`src/rtl/mem_block_arbiter_if.sv`:
```
// Bundles the cache-side request/response signals and the shared memory port
// of mem_block_arbiter.
//
// Modports:
//   master - the arbiter. It samples requests and memory read data. It drives
//            the read returns, the done pulses and every memory-port output.
//   slave  - the requesters plus the memory model (the opposite directions).
//
// Signals:
//   i_req/i_addr            I-side block read request (level) and address
//   i_rdata/i_rvalid/i_done I-side returned word, word strobe, block-complete pulse
//   d_req/d_we/d_addr       D-side request, write enable and address
//   d_wdata                 D-side write word for the current word_idx
//   d_rdata/d_rvalid/d_done D-side returned word, word strobe, block-complete pulse
//   word_idx                index of the word being accessed
//   mem_*                   shared memory port
interface mem_block_arbiter_if #(
  parameter int unsigned WORD_SIZE = 16
);
  logic                 i_req;
  logic [WORD_SIZE-1:0] i_addr;
  logic [WORD_SIZE-1:0] i_rdata;
  logic                 i_rvalid;
  logic                 i_done;

  logic                 d_req;
  logic                 d_we;
  logic [WORD_SIZE-1:0] d_addr;
  logic [WORD_SIZE-1:0] d_wdata;
  logic [WORD_SIZE-1:0] d_rdata;
  logic                 d_rvalid;
  logic                 d_done;

  logic [1:0]           word_idx;

  logic                 mem_read;
  logic                 mem_write;
  logic [WORD_SIZE-1:0] mem_addr;
  logic [WORD_SIZE-1:0] mem_wdata;
  logic [WORD_SIZE-1:0] mem_rdata;

  modport master (
    input  i_req, i_addr,
    output i_rdata, i_rvalid, i_done,
    input  d_req, d_we, d_addr, d_wdata,
    output d_rdata, d_rvalid, d_done,
    output word_idx,
    output mem_read, mem_write, mem_addr, mem_wdata,
    input  mem_rdata
  );

  modport slave (
    output i_req, i_addr,
    input  i_rdata, i_rvalid, i_done,
    output d_req, d_we, d_addr, d_wdata,
    input  d_rdata, d_rvalid, d_done,
    input  word_idx,
    input  mem_read, mem_write, mem_addr, mem_wdata,
    output mem_rdata
  );
endinterface

```
`src/rtl/mem_block_arbiter.sv`:
```
// Shares one memory port between the I-cache miss path and the D-cache
// miss/writeback path. Each grant moves a 4-word block. An I grant is always
// four reads. A D grant is four reads or four writes, chosen by d_we. Each word
// holds the port for LATENCY cycles.
//
// Ports:
//   clk    system clock, rising edge
//   reset  asynchronous, active-high; clears all state and outputs
//   bus    mem_block_arbiter_if.master (requests, read returns, done pulses,
//          memory port)
//
// Parameters:
//   LATENCY    cycles each word access holds the memory port (>= 1)
//   WORD_SIZE  data/address width
module mem_block_arbiter #(
  parameter int unsigned LATENCY   = 2,
  parameter int unsigned WORD_SIZE = 16
) (
  input logic                clk,
  input logic                reset,
  mem_block_arbiter_if.master bus
);

  localparam int unsigned CntW = (LATENCY > 1) ? $clog2(LATENCY) : 1;
  localparam logic [CntW-1:0] CntLast = CntW'(LATENCY - 1);
  // Clears the word offset so every block starts on a 4-word boundary.
  localparam logic [WORD_SIZE-1:0] BlockMask = ~WORD_SIZE'(3);

  localparam logic SideI = 1'b0;
  localparam logic SideD = 1'b1;

  typedef enum logic [1:0] {
    StIdle,
    StAccess,
    StDone
  } state_e;

  state_e               state_q, state_d;
  logic                 rr_q, rr_d;        // side served last; ties go to the other
  logic                 owner_q, owner_d;
  logic                 we_q, we_d;
  logic [WORD_SIZE-1:0] base_q, base_d;
  logic [1:0]           word_idx_q, word_idx_d;
  logic [CntW-1:0]      cnt_q, cnt_d;
  logic [WORD_SIZE-1:0] wdata_q, wdata_d;
  logic [WORD_SIZE-1:0] i_rdata_q, i_rdata_d;
  logic [WORD_SIZE-1:0] d_rdata_q, d_rdata_d;
  logic                 i_rvalid_q, i_rvalid_d;
  logic                 d_rvalid_q, d_rvalid_d;
  logic                 grant_d;
  logic                 access;
  logic                 first_cycle;
  logic                 last_cycle;

  assign access      = (state_q == StAccess);
  assign first_cycle = (cnt_q == '0);
  assign last_cycle  = (cnt_q == CntLast);

  always_comb begin
    state_d    = state_q;
    rr_d       = rr_q;
    owner_d    = owner_q;
    we_d       = we_q;
    base_d     = base_q;
    word_idx_d = word_idx_q;
    cnt_d      = cnt_q;
    wdata_d    = wdata_q;
    i_rdata_d  = i_rdata_q;
    d_rdata_d  = d_rdata_q;
    i_rvalid_d = 1'b0;
    d_rvalid_d = 1'b0;
    grant_d    = SideI;

    unique case (state_q)
      StIdle: begin
        if (bus.i_req || bus.d_req) begin
          // D wins when it is alone, or on a tie when I was served last.
          grant_d    = bus.d_req && (!bus.i_req || (rr_q == SideI));
          owner_d    = grant_d;
          we_d       = (grant_d == SideD) && bus.d_we;
          base_d     = ((grant_d == SideD) ? bus.d_addr : bus.i_addr) & BlockMask;
          word_idx_d = 2'd0;
          cnt_d      = '0;
          state_d    = StAccess;
        end
      end

      StAccess: begin
        // Write data is live on the first cycle of a word, then held from
        // this register for the rest of the word.
        if (we_q && first_cycle) begin
          wdata_d = bus.d_wdata;
        end
        if (last_cycle) begin
          cnt_d      = '0;
          word_idx_d = word_idx_q + 2'd1;
          if (!we_q) begin
            if (owner_q == SideD) begin
              d_rdata_d  = bus.mem_rdata;
              d_rvalid_d = 1'b1;
            end else begin
              i_rdata_d  = bus.mem_rdata;
              i_rvalid_d = 1'b1;
            end
          end
          if (word_idx_q == 2'd3) begin
            state_d = StDone;
          end
        end else begin
          cnt_d = cnt_q + CntW'(1);
        end
      end

      StDone: begin
        rr_d    = owner_q;
        state_d = StIdle;
      end

      default: begin
        state_d = StIdle;
      end
    endcase
  end

  always_ff @(posedge clk or posedge reset) begin
    if (reset) begin
      state_q    <= StIdle;
      rr_q       <= SideI;
      owner_q    <= SideI;
      we_q       <= 1'b0;
      base_q     <= '0;
      word_idx_q <= 2'd0;
      cnt_q      <= '0;
      wdata_q    <= '0;
      i_rdata_q  <= '0;
      d_rdata_q  <= '0;
      i_rvalid_q <= 1'b0;
      d_rvalid_q <= 1'b0;
    end else begin
      state_q    <= state_d;
      rr_q       <= rr_d;
      owner_q    <= owner_d;
      we_q       <= we_d;
      base_q     <= base_d;
      word_idx_q <= word_idx_d;
      cnt_q      <= cnt_d;
      wdata_q    <= wdata_d;
      i_rdata_q  <= i_rdata_d;
      d_rdata_q  <= d_rdata_d;
      i_rvalid_q <= i_rvalid_d;
      d_rvalid_q <= d_rvalid_d;
    end
  end

  // The memory port is quiet outside ACCESS. The block base is 4-aligned, so
  // base + word_idx never carries out of the block.
  assign bus.mem_read  = access && !we_q;
  assign bus.mem_write = access && we_q;
  assign bus.mem_addr  = access ? (base_q + WORD_SIZE'(word_idx_q)) : '0;
  assign bus.mem_wdata = (access && we_q) ? (first_cycle ? bus.d_wdata : wdata_q) : '0;
  assign bus.word_idx  = access ? word_idx_q : 2'd0;

  assign bus.i_rdata  = i_rdata_q;
  assign bus.i_rvalid = i_rvalid_q;
  assign bus.d_rdata  = d_rdata_q;
  assign bus.d_rvalid = d_rvalid_q;
  assign bus.i_done   = (state_q == StDone) && (owner_q == SideI);
  assign bus.d_done   = (state_q == StDone) && (owner_q == SideD);

endmodule
```
`src/flat_wrapper.sv`:
```
// flat-port wrapper written by rule: the top's interface ports become plain ports
module mem_block_arbiter_flat 
#(
  parameter int unsigned LATENCY   = 2,
  parameter int unsigned WORD_SIZE = 16
)
  (clk, reset, bus_i_req, bus_i_addr, bus_i_rdata, bus_i_rvalid, bus_i_done, bus_d_req, bus_d_we, bus_d_addr, bus_d_wdata, bus_d_rdata, bus_d_rvalid, bus_d_done, bus_word_idx, bus_mem_read, bus_mem_write, bus_mem_addr, bus_mem_wdata, bus_mem_rdata);
  mem_block_arbiter_if #(.WORD_SIZE(WORD_SIZE)) bus_i ();
  input logic clk;
  input logic reset;
  input wire logic [$bits(bus_i.i_req)-1:0] bus_i_req;
  input wire logic [$bits(bus_i.i_addr)-1:0] bus_i_addr;
  output wire logic [$bits(bus_i.i_rdata)-1:0] bus_i_rdata;
  output wire logic [$bits(bus_i.i_rvalid)-1:0] bus_i_rvalid;
  output wire logic [$bits(bus_i.i_done)-1:0] bus_i_done;
  input wire logic [$bits(bus_i.d_req)-1:0] bus_d_req;
  input wire logic [$bits(bus_i.d_we)-1:0] bus_d_we;
  input wire logic [$bits(bus_i.d_addr)-1:0] bus_d_addr;
  input wire logic [$bits(bus_i.d_wdata)-1:0] bus_d_wdata;
  output wire logic [$bits(bus_i.d_rdata)-1:0] bus_d_rdata;
  output wire logic [$bits(bus_i.d_rvalid)-1:0] bus_d_rvalid;
  output wire logic [$bits(bus_i.d_done)-1:0] bus_d_done;
  output wire logic [$bits(bus_i.word_idx)-1:0] bus_word_idx;
  output wire logic [$bits(bus_i.mem_read)-1:0] bus_mem_read;
  output wire logic [$bits(bus_i.mem_write)-1:0] bus_mem_write;
  output wire logic [$bits(bus_i.mem_addr)-1:0] bus_mem_addr;
  output wire logic [$bits(bus_i.mem_wdata)-1:0] bus_mem_wdata;
  input wire logic [$bits(bus_i.mem_rdata)-1:0] bus_mem_rdata;
  assign bus_i.i_req = bus_i_req;
  assign bus_i.i_addr = bus_i_addr;
  assign bus_i_rdata = bus_i.i_rdata;
  assign bus_i_rvalid = bus_i.i_rvalid;
  assign bus_i_done = bus_i.i_done;
  assign bus_i.d_req = bus_d_req;
  assign bus_i.d_we = bus_d_we;
  assign bus_i.d_addr = bus_d_addr;
  assign bus_i.d_wdata = bus_d_wdata;
  assign bus_d_rdata = bus_i.d_rdata;
  assign bus_d_rvalid = bus_i.d_rvalid;
  assign bus_d_done = bus_i.d_done;
  assign bus_word_idx = bus_i.word_idx;
  assign bus_mem_read = bus_i.mem_read;
  assign bus_mem_write = bus_i.mem_write;
  assign bus_mem_addr = bus_i.mem_addr;
  assign bus_mem_wdata = bus_i.mem_wdata;
  assign bus_i.mem_rdata = bus_mem_rdata;
  mem_block_arbiter #(.LATENCY(LATENCY), .WORD_SIZE(WORD_SIZE)) u_core (.clk(clk), .reset(reset), .bus(bus_i));
endmodule
```
`config.mk`:
```
export PLATFORM = sky130hd
export DESIGN_NAME = mem_block_arbiter_flat
export DESIGN_NICKNAME = d
export VERILOG_FILES = /design/src/rtl/mem_block_arbiter_if.sv /design/src/rtl/mem_block_arbiter.sv /design/src/flat_wrapper.sv
export SDC_FILE = /design/constraint.sdc
export NUM_CORES = 1
export LEC_CHECK = 0
export ABC_AREA = 1
export CORE_MARGIN = 10
export CORE_UTILIZATION = 47
export DETAILED_ROUTE_END_ITERATION = 12
export PLACE_DENSITY = 0.83
export SLEW_MARGIN = 40
export SYNTH_ARGS = -nofsm -noshare
export SYNTH_HDL_FRONTEND = slang
export SYNTH_SLANG_ARGS = --single-unit
```
`constraint.sdc`:
```
create_clock -name clk -period 3.6 [get_ports clk]
set_input_delay 0.72 -clock clk [delete_from_list [all_inputs] [get_ports clk]]
set_output_delay 0.72 -clock clk [all_outputs]
set_load 0.05 [all_outputs]
```
==> impl_metrics.tcl <==
set metrics [dict create \
    regArea_um2 1800 \
    postCtsResizedCells 0 \
    cts_made_buffers 9 \
    fin_crit_ps 3320 \
    critPathArrivalTime_ps 2600 \
    path_class "flip-flop to output pin" \
    report.final.hold_viol_count 0 \
    syn_area_per_cell_um2 7.91 \
    async_flop_share_pct 100 \
    total_power_mw 5.44 \
    synth_top_area_cell "dfrtp_1" \
    antenna_found_initial 0 \
    timing.final.crit_share_pct 92.1 \
    die_y_um 108 \
    wl_um 9980 \
    dr.pass1.iters 4 \
    max_freq_mhz 302 \
    cts-hold-fix-buffers 0 \
    ys_ff_latch 72 \
    area_growth_pct 42.1 \
    overflow 0 \
    postRouteAntennaNets 0 \
    wl_per_cell_um 14.6 \
    start_util_pct 49.0 \
    p_per_area_nw_per_um2 1060 \
    n_antenna_cell 0 \
    grt_max_degree 36 \
    fillers 626 \
    synth.top_cell.area_share_pct 49.8 \
    slew_headroom_pct 55.0 \
    postCtsSetupBuffers 0 \
    end_kind "output pin" \
    row_count 31 \
    seq_area_frac_synth_pct 49.8 \
    cts_root_buffer "clkbuf_8" \
    syn_area_um2 3610 \
    final_util_pct 69.7 \
    final_nets 652 \
    setup_viol 0 \
    die_area_um2 11600 \
    dp_hpwl_um 7460 \
    placed_cells_incl_taps 670 \
    hold_class "flip-flop to flip-flop" \
    synthTopCellsByCount "186 x nand2_1, 72 x dfrtp_1, 70 x nand3_1, 51 x inv_1, 21 x nor2_1" \
    clock_path_buffers 2 \
    dp_slack_ps 634 \
    yosys_warnings 0 \
    synth.most_common_cell "nand2_1" \
    fin_skew_ps 10.5 \
    first_global_vias 3396 \
    slew_viol_final 0 \
    worst-path-max-fanout 35 \
    htreeDepth 3 \
    finalNonFillerCells 685 \
    final_area_um2 5140 \
    cts_tree "yes" \
    crit_required_ps 2880 \
    grt_use_total_pct 17.1 \
    drv_cap 0 \
    tns_ps 0 \
    cts.sinks 72 \
    outcome "finished clean" \
    drt_iter0_markers 143 \
    core-area_um2 7370 \
    leakage_nw 2.67 \
    finalWeightedCongestion 0.779 \
    io_buffer_count 136 \
    place_area_um2 4920 \
    synth_flop_cell "dfrtp_1" \
    synth_edf_count 0 \
    start_kind "flip-flop" \
    fin_ws_ps 284 \
    vias 3386 \
    yosys-top-cells-area "dfrtp_1 50%, nand2_1 19%, nand3_1 9.7%, inv_1 5.3%, nand3_2 2.8%" \
    grt_setup_unrepaired "no" \
    ir_drop_mv 0.748 \
    fp.dieW_um 108 \
    grt_pass1_wl_um 16400 \
    hold_slack_ps 471 \
    drive_gt1_share_pct 7.51 \
    synth_cell_types 24 \
    multi_input_area_um2 1400 \
    clk_latency_ps 330 \
    tightest_slew_ps 673 \
    drc 0 \
    synthCells 457 \
    cts.clk_slew.worst_paths_ps 70 \
    ios 141 \
    drt-vias-per-instance 4.94 \
    syn-num-nets 527 \
]
-- power breakdown --
part,switching (mW),leakage [nW],internal [mW]
Clock,0.297,0.108,0.405
Combinational,2.29,1.67,1.01
Sequential,0.242,0.888,1.20
-- kinds of logic after synthesis --
family | share of synthesized area (%)
adders and majority gates | 0.346
and+or+nand+nor | 37.7
AOI/OAI and AO/OA | 0.623
buffers and inverters | 11.5
DFF | 49.8
-- final timing paths --
kind                       cells past startpoint                     to  slack [ps]             startpoint
min                                            2  u_core.bus.d_rdata[4]         470  u_core.bus.d_rdata[4]
max reg2reg                                    5  u_core.bus.i_rdata[9]        1860           u_core.cnt_q
min in group asynchronous                      2  u_core.bus.i_rdata[4]         730                  reset
max in group asynchronous                      3            u_core.we_q        2090                  reset
min reg2reg                                    2  u_core.bus.d_rdata[4]         470  u_core.bus.d_rdata[4]
max                                            5      bus_mem_wdata[15]         280           u_core.cnt_q
-- flip-flops by register name, summed over array words and instances, names as in the netlist --
name / cells
u_core.cnt_q: 1
u_core.owner_q: 1
u_core.we_q: 1
u_core.rr_q: 1
u_core.bus.i_rdata: 16
u_core.wdata_q: 16
u_core.base_q: 14
u_core.state_q: 2
u_core.word_idx_q: 2
u_core.bus.d_rvalid: 1
u_core.bus.i_rvalid: 1
u_core.bus.d_rdata: 16
-- per-layer routing --
metal / share of wire, % / track usage [%]
met2: 48 / 28.2
met3: 9.4 / 5.93
met4: 0.27 / 5.63
met5: 0 / 0
met1: 43 / 20.4
-- worst max-delay path: stages (launching register included) --
cell and delay, ps:
dfrtp_1 620, inv_2 130, nor2_8 450, nand3_1 150, nand2_1 100, clkdlybuf4s50_1 810
-- layout make-up --
class / count / area share (%)
flip-flops and latches: 72 / 35.1
multi-input cells: 304 / 27.2
repair buffers: 139 / 26.9
inverters: 56 / 4.14
clock buffers: 10 / 2.68
well taps: 99 / 2.41
clock inverters: 5 / 1.58
-- layout by cell type (no fill, tap or decap), types with 2 or more instances in the layout --
cell             netlist  final
o21ai_0                2      2
nand3_2               10     10
bufinv_16              0      2
inv_2                  4      5
inv_1                 51     50
dfrtp_1               72     72
nor2_2                 2      2
clkbuf_8               0     10
clkdlybuf4s50_1        0    136
nor2_4                 2      2
buf_4                  9      3
nand4_1                2      2
nor2_1                21     21
nand2_1              186    186
nand2_4                2      2
nor2_8                 2      2
nand3_1               70     70
(Power assumes the default switching activity.)
